--- src/rtl/line_raster.sv ---
// ----------------------------------------------------------------------------
// line_raster -- Bresenham line rasteriser with a valid/ready pixel stream.
//
// Accepts one line request (p -> q) in IDLE, derives the Bresenham terms in
// SETUP, then emits one pixel per accepted handshake in EMIT, p first and
// q last. DONE pulses line_done for one cycle and returns to IDLE.
//
// Ports
//   clk, n_rst          clock (rising edge), asynchronous active-low reset
//   in_valid/in_ready   line request handshake (in_ready only in IDLE)
//   p_x,p_y,q_x,q_y     signed start and end points (COORD_W bits)
//   pix_valid/pix_ready pixel stream handshake
//   pix_x, pix_y        presented pixel
//   pix_last            presented pixel is the end point q
//   line_done           one-cycle pulse as the line completes
//   pix_count           pixels accepted for the current / last line
//
// Build option
//   LINE_RASTER_CLIP_EN  pixels outside [0,SCREEN_W) x [0,SCREEN_H) are
//                        stepped over one per cycle and never presented.
// ----------------------------------------------------------------------------
module line_raster #(
    parameter int COORD_W  = 16,
    parameter int SCREEN_W = 640,
    parameter int SCREEN_H = 480
) (
    input  logic                      clk,
    input  logic                      n_rst,
    input  logic                      in_valid,
    output logic                      in_ready,
    input  logic signed [COORD_W-1:0] p_x,
    input  logic signed [COORD_W-1:0] p_y,
    input  logic signed [COORD_W-1:0] q_x,
    input  logic signed [COORD_W-1:0] q_y,
    output logic                      pix_valid,
    input  logic                      pix_ready,
    output logic signed [COORD_W-1:0] pix_x,
    output logic signed [COORD_W-1:0] pix_y,
    output logic                      pix_last,
    output logic                      line_done,
    output logic [COORD_W:0]          pix_count
);

    localparam int W2 = COORD_W + 2;

    if (COORD_W < 8 || COORD_W > 24) begin : g_bad_coord_w
        $error("line_raster: COORD_W must be in 8..24");
    end
    if (SCREEN_W < 1 || SCREEN_H < 1) begin : g_bad_screen
        $error("line_raster: SCREEN_W and SCREEN_H must be positive");
    end

    typedef enum logic [1:0] {S_IDLE, S_SETUP, S_EMIT, S_DONE} state_t;

    state_t                    state_q, state_d;
    logic signed [COORD_W-1:0] x_q, x_d, y_q, y_d, qx_q, qx_d, qy_q, qy_d;
    logic signed [W2-1:0]      dx_q, dx_d, dy_q, dy_d, err_q, err_d;
    logic                      sx_q, sx_d, sy_q, sy_d;   // 1 = step negative
    logic [COORD_W:0]          cnt_q, cnt_d;

    function automatic logic signed [W2-1:0] ext(input logic signed [COORD_W-1:0] v);
        return {{2{v[COORD_W-1]}}, v};
    endfunction

    // Setup terms, computed from the registered endpoints
    logic signed [W2-1:0] ddx, ddy, adx, ady;
    assign ddx = ext(qx_q) - ext(x_q);
    assign ddy = ext(qy_q) - ext(y_q);
    assign adx = ddx[W2-1] ? -ddx : ddx;
    assign ady = ddy[W2-1] ? -ddy : ddy;

    // One Bresenham step; both tests use the pre-step error term.
    // e2 carries one extra bit so 2*err can never wrap.
    logic signed [W2:0]        e2, dx_e, dy_e;
    logic                      step_x, step_y;
    logic signed [W2-1:0]      add_x, add_y, err_nxt;
    logic signed [COORD_W-1:0] x_nxt, y_nxt;

    assign e2      = {err_q, 1'b0};
    assign dx_e    = {dx_q[W2-1], dx_q};
    assign dy_e    = {dy_q[W2-1], dy_q};
    assign step_x  = e2 > dy_e;
    assign step_y  = e2 < dx_e;
    assign add_x   = step_x ? dy_q : '0;
    assign add_y   = step_y ? dx_q : '0;
    assign err_nxt = err_q + add_x + add_y;
    assign x_nxt   = step_x ? (sx_q ? x_q - 1'b1 : x_q + 1'b1) : x_q;
    assign y_nxt   = step_y ? (sy_q ? y_q - 1'b1 : y_q + 1'b1) : y_q;

    logic at_q, in_view, hshake, advance;
    assign at_q = (x_q == qx_q) && (y_q == qy_q);

`ifdef LINE_RASTER_CLIP_EN
    assign in_view = (x_q >= 0) && (int'(x_q) < SCREEN_W) &&
                     (y_q >= 0) && (int'(y_q) < SCREEN_H);
`else
    assign in_view = 1'b1;
`endif

    // Clipped pixels advance without waiting for the consumer
    assign hshake  = pix_valid && pix_ready;
    assign advance = hshake || ((state_q == S_EMIT) && !in_view);

    assign in_ready  = (state_q == S_IDLE);
    assign pix_valid = (state_q == S_EMIT) && in_view;
    assign pix_last  = pix_valid && at_q;
    assign line_done = (state_q == S_DONE);
    assign pix_x     = x_q;
    assign pix_y     = y_q;
    assign pix_count = cnt_q;

    always_comb begin
        state_d = state_q;
        x_d     = x_q;
        y_d     = y_q;
        qx_d    = qx_q;
        qy_d    = qy_q;
        dx_d    = dx_q;
        dy_d    = dy_q;
        err_d   = err_q;
        sx_d    = sx_q;
        sy_d    = sy_q;
        cnt_d   = cnt_q;
        unique case (state_q)
            S_IDLE: begin
                if (in_valid) begin
                    x_d     = p_x;
                    y_d     = p_y;
                    qx_d    = q_x;
                    qy_d    = q_y;
                    state_d = S_SETUP;
                end
            end
            S_SETUP: begin
                dx_d    = adx;
                dy_d    = -ady;
                sx_d    = ddx[W2-1];
                sy_d    = ddy[W2-1];
                err_d   = adx - ady;
                cnt_d   = '0;
                state_d = S_EMIT;
            end
            S_EMIT: begin
                if (hshake) cnt_d = cnt_q + 1'b1;
                if (advance) begin
                    if (at_q) begin
                        state_d = S_DONE;
                    end else begin
                        x_d   = x_nxt;
                        y_d   = y_nxt;
                        err_d = err_nxt;
                    end
                end
            end
            S_DONE:  state_d = S_IDLE;
            default: state_d = S_IDLE;
        endcase
    end

    always_ff @(posedge clk or negedge n_rst) begin
        if (!n_rst) begin
            state_q <= S_IDLE;
            x_q     <= '0;
            y_q     <= '0;
            qx_q    <= '0;
            qy_q    <= '0;
            dx_q    <= '0;
            dy_q    <= '0;
            err_q   <= '0;
            sx_q    <= 1'b0;
            sy_q    <= 1'b0;
            cnt_q   <= '0;
        end else begin
            state_q <= state_d;
            x_q     <= x_d;
            y_q     <= y_d;
            qx_q    <= qx_d;
            qy_q    <= qy_d;
            dx_q    <= dx_d;
            dy_q    <= dy_d;
            err_q   <= err_d;
            sx_q    <= sx_d;
            sy_q    <= sy_d;
            cnt_q   <= cnt_d;
        end
    end

endmodule
--- config.mk ---
export PLATFORM = sky130hd
export DESIGN_NAME = line_raster
export DESIGN_NICKNAME = d
export VERILOG_FILES = /design/src/rtl/line_raster.sv
export SDC_FILE = /design/constraint.sdc
export NUM_CORES = 1
export LEC_CHECK = 0
export CAP_MARGIN = 0
export CORE_MARGIN = 2
export CORE_UTILIZATION = 50
export CTS_CLUSTER_DIAMETER = 120
export DETAILED_ROUTE_END_ITERATION = 8
export PLACE_DENSITY_LB_ADDON = 0.3
export SLEW_MARGIN = 30
export SYNTH_ARGS = -nofsm -noshare
export SYNTH_HDL_FRONTEND = slang
export SYNTH_SLANG_ARGS = --single-unit
--- constraint.sdc ---
create_clock -name clk -period 6.88 [get_ports clk]
set_input_delay 1.72 -clock clk [delete_from_list [all_inputs] [get_ports clk]]
set_output_delay 1.72 -clock clk [all_outputs]
set_load 0.01 [all_outputs]
==> results of run 1 <==
-- final cells by class --
cell class                 instances  area [µm²]  area share
clock buffer                      18         439      0.0290
sequential                       139        3480       0.230
clock inverter                    14         186      0.0123
timing repair buffer             128        1260      0.0834
tap                              335         419      0.0277
inverter                         132         495      0.0327
multi-input combinational       1190        8860       0.585
-- flip-flops by register name, summed over array words and instances, names as in the netlist, 2 cells and up --
signal / flops
err_q: 18
qx_q: 16
state_q: 2
pix_x: 16
dx_q: 18
pix_count: 17
pix_y: 16
qy_q: 16
dy_q: 18
-- through the flow --
stage / hold slack (ns) / instance area [µm²] / setup slack (ns) / std cells / total power, µW
4_1_cts: 0.502 / 15100 / 1.26 / 1956 / 4310
6_report: 0.497 / 15100 / 1.19 / 1956 / 4340
3_5_place_dp: 0.495 / 14500 / 1.30 / 1924 / 3300
3_3_place_gp: 0.487 / 14500 / 1.43 / 1924 / 3260
2_1_floorplan: 0.479 / 13000 / 1.77 / 1510 / 2610
5_1_grt: 0.526 / 15100 / 0.589 / 1956 / 4650
-- worst max path at each step --
| stage | to | slack (ns) | depth (start not counted) |
|---|---|---|---|
| after floorplan | err_q[16] | 1.77 | 23 |
| after global placement | err_q[16] | 1.43 | 22 |
| after detailed placement | err_q[16] | 1.30 | 22 |
| after CTS | err_q[16] | 1.26 | 22 |
| after global routing | err_q[17] | 0.59 | 22 |
| final | err_q[16] | 1.19 | 22 |
-- cell families after synthesis --
group	Yosys count	synth area share
flops	139	0.267
compound gates	385	0.196
xor+xnor	103	0.0730
mux	75	0.0625
simple gates	467	0.181
buf+inv	181	0.0529
fa+ha+maj	160	0.167
-- per-layer routing --
layer  vias up  GRT usage  part of all wire
met5         -          0                 0
met4         0     0.0680             0.022
met3        40     0.0435             0.051
met2       298      0.397              0.45
met1      5382      0.361              0.48
li1       5579          -                 -
-- power by group through the flow --
| stage | registers (µW) | clock network [µW] | logic, µW |
|---|---|---|---|
| floorplan | 1020 | 0 | 1590 |
| global placement | 1010 | 0 | 2250 |
| detailed placement | 1010 | 0 | 2290 |
| CTS | 997 | 1000 | 2320 |
| global route | 1010 | 1030 | 2610 |
| finish | 999 | 994 | 2350 |
-- cells in the final DEF, fill, tap and decap left out, drive strengths merged, types with 21 or more instances in the layout --
cell / n
mux2i: 25
nand4: 24
nor3: 30
dfrtp: 139
clkdlybuf4s50: 119
nand3: 36
nand2: 100
a21oi: 118
a31oi: 21
inv: 137
xor2: 48
and2: 40
fa: 23
mux2: 50
ha: 137
o21a: 23
o21ai: 81
nor2: 134
nor2b: 26
xnor2: 54
==> flow_results.org, run 1 <==
** Critical path
- Walking the worst path, the cells encountered are ha_1 > inv_1 > fa_1 > a21oi_1 > o21ai_0 > a21oi_1 > o21bai_1 > nand3_1 > a21oi_1 > o31a_1 > mux2_2 > fa_1 > a21o_1 > a21oi_1 > o21bai_1 > a21oi_1 > o21ai_0 > a41oi_1 > a21oi_1 > or4_1 > a31oi_1 > nor3_1.
- The worst register-to-register path has a setup slack of 1.19 ns.
- Cell repeated most along the worst path :: sky130_fd_sc_hd__a21oi_1
- Crit path launch type :: flop
- FF-to-FF End :: err_q[16]
- Worst path required time :: 7.20 ns
- CP Data Arrival Time :: 6.01 ns
- The worst setup path is of the reg -> reg kind.
- The number of buffers and inverters on the critical path is 1.
- Reg-to-Reg Start :: pix_x[0]
- CP max stage delay :: 0.52 ns
- Kind of capture point of the worst setup path :: flop
- Critical path startpoint :: pix_x[0]
- Broken down by cell family, the worst path's largest delay share belongs to compound AO/OA/AOI/OAI gates.
- Worst Path Max Fanout :: 17
- Measured in cells, the most critical reg-to-reg path has a length of 22.
- Cell type of the slowest stage on the worst timing path :: sky130_fd_sc_hd__o31a_1

** Drt
- The final layout contains routed wiring with a total length of 33.8 mm.
- Using the TritonRoute via totals, the vias-per-cell ratio works out to 5.78.
- Count of routing violations after the opening detailed-route iteration :: between 900 and 1000
- The detail route stage leaves a number of antenna-violating nets equal to 0.
- The routed layout has 11300 vias.
- For this run, the detailed router's first-pass iteration total came to 5.
- Final routed wire length divided by cell count :: 17.3 µm
- After detailed routing, the number of remaining DRC violations is 0.

** Timing
- Of the available clock period, the critical path in the final layout requires 0.828.
- Setup repair after global routing left no endpoint under its margin.
- The number of endpoints with negative hold slack in the final report came to 0.
- For the final routed database, the setup TNS stands at 0 ns.
- Final Setup Violations :: 0
- At the pin with the least slew margin, the transition time is approximately 0.96 ns.
- Timing would allow up to 176 MHz.
- Post-route clock skew :: 0.0112 ns
- The clock period could shrink to 5.69 ns.
- Final number of max-transition violations :: 0
- Measured against its own limit, the worst slew margin works out to 0.358.

** Synthesis
- In the synthesized netlist the dominant register cell turns out to be sky130_fd_sc_hd__dfrtp_1.
- Net count after synthesis :: 1738
- For this run, asynchronously set or reset flops after synthesis account for 1.00.
- In the synthesized netlist, the cells that appear most often are 139 x sky130_fd_sc_hd__dfrtp_1, 137 x sky130_fd_sc_hd__ha_1, 132 x sky130_fd_sc_hd__inv_1, 132 x sky130_fd_sc_hd__nor2_1, 116 x sky130_fd_sc_hd__a21oi_1.
- Most common cell in the synthesized netlist :: sky130_fd_sc_hd__dfrtp_1
- For this run, the number of Yosys warnings is 0.
- The biggest area contributor in the post-synthesis netlist is sky130_fd_sc_hd__dfrtp_1.
- Register area share after synthesis :: 0.267
- Counting flops with a built-in enable in the synthesized netlist gives 0.
- Biggest area contributors in the synthesized netlist :: sky130_fd_sc_hd__dfrtp_1 27%, sky130_fd_sc_hd__ha_1 13%, sky130_fd_sc_hd__a21oi_1 4.5%, sky130_fd_sc_hd__mux2_2 4.3%, sky130_fd_sc_hd__inv_1 3.8%
- In this run the mean area of a mapped cell was 8.61 µm².
- Yosys reg bits :: 139
- Cell variety after synth :: 88
- After synthesis the cells add up to 13000 µm².
- Of the post-synthesis cell area, the dominant cell type holds 0.267.
- Synthesis handed over a netlist of 1510 instances.

** Finish
- The area growth from synthesis to layout is 16.4%.
- Fill cell count :: between 2000 and 2500
- Number of nets in the finished design :: 1836
- Measured on the finished design, the core utilization comes to 0.588.
- ANT cells :: 0
- Fraction of final layout cells sized beyond drive strength 1 :: 0.0796

** Power
- Internal power comes to about 2400 µW.
- Summed over all cells, the static leakage comes to 0.00683 µW.
- Net Sw Frac :: 0.437
- Relative contribution of combinational cells to total power :: 0.541
- The worst-case IR drop observed on VDD is 0.322 mV.
- The share of total power dissipated in sequential elements is 0.230.
- Switching power :: roughly 1900 µW
- Ratio of total power to cell area :: roughly 290 nW/µm²
- The share of total power dissipated in the clock network is 0.229.

** Die
- The die covers between 20000 and 30000 µm².
- Die W :: 165 µm
- Number of I/O pins :: 121
- The core region is 25800 µm².
- The initial utilization of the core area, before any placement, comes to 0.505.
- Chip Height :: 165 µm
- Number of rows in the core area :: 59

** Clock network
- Number of clock sinks seen by CTS :: 139
- In this run the deepest clock path goes through 2 buffers.
- In this run, CTS created clock tree buffers numbering 17.
- CTS tree :: yes
- Post-CTS setup repair buffer count :: 0
- Latest clock arrival within the worst-skew pair :: around 0.44 ns
- Clock-pin slew was measured on the worst setup and hold paths at 0.07 ns.
- Number of H-tree branching levels :: 4
- Clock tree synthesis selected as its root buffer the cell sky130_fd_sc_hd__clkbuf_16.
- Count of hold-fix buffers inserted at cts :: 0
- CTS resizes :: 0

** Global route
- Via count of the first global-routing pass :: 10700
- In the global route stage, overall resource usage came out at 0.253.
- The first global-routing pass estimated 54.5 mm of wire.
- After global routing the overflow that remains totals 0.
- Entering global routing, the biggest net connects 83 pins.
- The initial antenna violation count came to 0.

** Status
- The flow ran to the end, and the final reports show no timing, DRC or antenna violations.

** Hold path
- The worst hold path terminates at pix_count[9].
- Origin of the worst min-delay path :: pix_count[9]
- Path type of the worst min-delay path :: reg -> reg
- Along the worst hold path, the cell count comes to 1.

** Place
- Routability-driven placement finished with a final weighted congestion of 0.916.
- Count of input and output buffers :: 120
- Estimated wirelength of the detail-placed design :: 25.5 mm

** Job
- Max cap viols :: 0
(Power assumes the default switching activity.)
==> inputs of run 2 (changes only) <==
==> constraint.sdc (replaced) <==
create_clock -name clk -period 5.7 [get_ports clk]
set_input_delay 1.425 -clock clk [delete_from_list [all_inputs] [get_ports clk]]
set_output_delay 1.425 -clock clk [all_outputs]
set_load 0.01 [all_outputs]
==> flow_results.org, run 2 (synthesis results as in run 1) <==
** Critical path
- Worst Path Max Fanout :: 16
- By instance count, the cell type seen most on the critical path is sky130_fd_sc_hd__a21oi_1.
- CP max stage delay :: roughly 0.46 ns
- Crit Path Category :: reg -> reg
- STA puts the critical path data required time at around 6 ns.
- Cell type of the slowest stage on the worst timing path :: sky130_fd_sc_hd__or4_1
- In this run the critical register-to-register path is captured at err_q[16].
- R2r worst-path depth :: 24
- Traced cell by cell, the critical path runs through ha_1 > inv_1 > fa_1 > a21oi_1 > o21ai_0 > a21oi_1 > o21bai_1 > nand3_2 > a21oi_1 > o31a_1 > buf_4 > nor2_1 > xnor2_1 > ha_1 > a21o_1 > a21oi_1 > o21bai_1 > a21oi_2 > o21ai_0 > a41oi_1 > a21oi_1 > or4_1 > a31oi_2 > nor3_1.
- The worst setup path is captured at a flop.
- At the worst endpoint, the arrival time is 5.78 ns.
- Across all register-to-register paths, the minimum setup slack is 0.23 ns.
- The worst setup path is launched from a flop.
- Reg-to-Reg Start :: pix_x[0]
- Critical path startpoint :: pix_x[0]

** Timing
- For the pin with the worst max-slew slack, the measured transition is 0.976 ns.
- Of the available clock period, the critical path in the final layout requires 0.960.
- Post-route clock skew :: 0.0133 ns
- Highest achievable clock rate :: 183 MHz
- Final Hold Viols :: 0
- The worst path needs 5.47 ns of the cycle, external delays included.
- Headroom to the max-slew limit came out at 0.348.
- Setup violations remaining at the end of the flow were counted as 0.
- After routing, the total negative slack on setup checks comes to 0 ns.
- The max-slew violation count is 0.

** Drt
- Using the TritonRoute via totals, the vias-per-cell ratio works out to 5.83.
- Detailed-router iteration count before antenna repair :: 5
- The final layout contains routed wiring with a total length of between 30 and 40 mm.
- Number of routed nets with antenna violations :: 0
- After detailed routing, the average wire length per cell comes to 17.5 µm.
- The routed layout has 11500 vias.
- The detailed router finished its first iteration with 846 violations.
- After detailed routing, the number of remaining DRC violations is 0.

** Clock network
- Number of clock sinks seen by CTS :: 139
- Clock-pin transition on the worst setup and hold timing paths :: 0.07 ns
- TritonCTS built the clock tree.
- Maximum clock path buffer count :: 2
- The number of clock buffers added by TritonCTS is 17.
- Number of H-tree branching levels :: 4
- The tree is rooted in a sky130_fd_sc_hd__clkbuf_16.
- Clock latency on the worst-skew pair, taken at its later pin, is 0.43 ns.

** Power
- The design draws approximately 5300 µW.
- Across the VDD grid, the largest voltage drop is 0.277 mV.
- The analysis attributes to cell leakage a power of 0.00686 µW.
- Ratio of total power to cell area :: 346 nW/µm²

** Finish
- Relative to the synthesized area, the layout overhead comes to 17.2%.
- Highest-count cells in the layout ignoring fill and taps :: 139 x sky130_fd_sc_hd__dfrtp_1, 135 x sky130_fd_sc_hd__ha_1, 132 x sky130_fd_sc_hd__inv_1
- Number of nets in the finished design :: 1843
- ANT cells :: 0
- The layout has between 2000 and 2500 filler cells.
- Leaving out fill and tap cells, the most frequent cell in the layout is sky130_fd_sc_hd__dfrtp_1.
- Regs by FF count :: dx_q: 18 flops, dy_q: 18 flops, err_q: 18 flops
- In the final layout, the share of cells above drive strength 1 is 0.0885.
- Count of placed standard cells in the final layout, fillers left out :: 1963

** Die
- Chip Height :: 165 µm
- For this configuration, the core starts out at a cell density of 0.505.
- Die area :: 27300 µm²
- 121 I/O pins were placed.
- In this run the horizontal extent of the chip is 165 µm.
- After floorplanning, the core was sized to cover 25800 µm².
- Number of rows in the core area :: 59

** Hold path
- The worst hold path begins at pix_count[9].
- Along the worst hold path, the cell count comes to 1.
- The path class of the tightest hold or removal check is reg -> reg.
- For hold timing, the worst endpoint is pix_count[9].

** Place
- Estimated wirelength of the detail-placed design :: 26.3 mm
- Gp weighted congestion :: 0.913
- Input and output buffers added on the ports amount to 120.
- In this run, placement finished with an instance count of 1931.

** Global route
- Via count of the first global-routing pass :: between 10000 and 15000
- Across every metal layer, demand over resource in global routing totals 0.259.
- The first global-routing pass estimated 56.1 mm of wire.
- The initial antenna violation count is 0.
- Largest net degree at the start of global routing :: 63
- Overflow left after global routing :: 0

** Job
- Max cap viols :: 0

** Status
- The flow ran to the end, and the final reports show no timing, DRC or antenna violations.
-- run 2: final cells by class --
| class | count | area, µm² | share of cell area |
|---|---|---|---|
| Clock inverter | 12 | 161 | 0.0106 |
| Clock buffer | 20 | 467 | 0.0306 |
| Sequential cell | 139 | 3480 | 0.228 |
| Tap cell | 335 | 419 | 0.0275 |
| Multi-Input combinational cell | 1190 | 8900 | 0.584 |
| Timing Repair Buffer | 135 | 1320 | 0.0863 |
| Inverter | 132 | 495 | 0.0325 |
-- run 2: what timing repair did --
item,in CTS,in global routing
hold buffers,0,0
buffers inserted,0,0
setup endpoints to repair,0,4
gates resized for setup,0,10
-- run 2: how the worst max path moves through the flow --
| stage | slack (ns) | end |
|---|---|---|
| finish | 0.23 | err_q[16] |
| global route | -0.01 | err_q[16] |
| CTS | 0.15 | err_q[16] |
| detailed placement | 0.24 | err_q[16] |
| global placement | 0.29 | err_q[16] |
| floorplan | 0.59 | err_q[16] |
-- run 2: metal layers --
metal | up-vias | track usage | part of all wire
met2 | 302 | 0.421 | 0.46
met1 | 5504 | 0.369 | 0.47
met5 | - | 0 | 0
li1 | 5603 | - | -
met3 | 43 | 0.0280 | 0.047
met4 | 0 | 0.0688 | 0.018
-- run 2: where the power goes --
part / switching [µW] / total (µW) / internal (µW)
Combinational: 1670 / 2850 / 1180
Sequential: 130 / 1210 / 1080
Clock: 482 / 1210 / 729
-- run 2: through the flow --
stage / util / hold WS [ns] / area (µm²) / setup WS [ns]
2_1_floorplan: - / 0.479 / 13000 / 0.593
3_3_place_gp: 0.565 / 0.486 / 14600 / 0.286
3_5_place_dp: 0.565 / 0.501 / 14600 / 0.237
4_1_cts: 0.590 / 0.509 / 15200 / 0.152
5_1_grt: 0.592 / 0.526 / 15200 / -0.0114
6_report: 0.592 / 0.502 / 15200 / 0.227
-- run 2: worst max-delay path, delay by kind of cell, from the launching register on --
kind	cells	cell delay, ns
AOI/OAI and AO/OA	14	2.75
xor gates and xnor gates	1	0.18
adders and majority gates	3	0.92
buffers and inverters	2	0.25
DFF	1	0.44
and+or+nand+nor	4	0.84
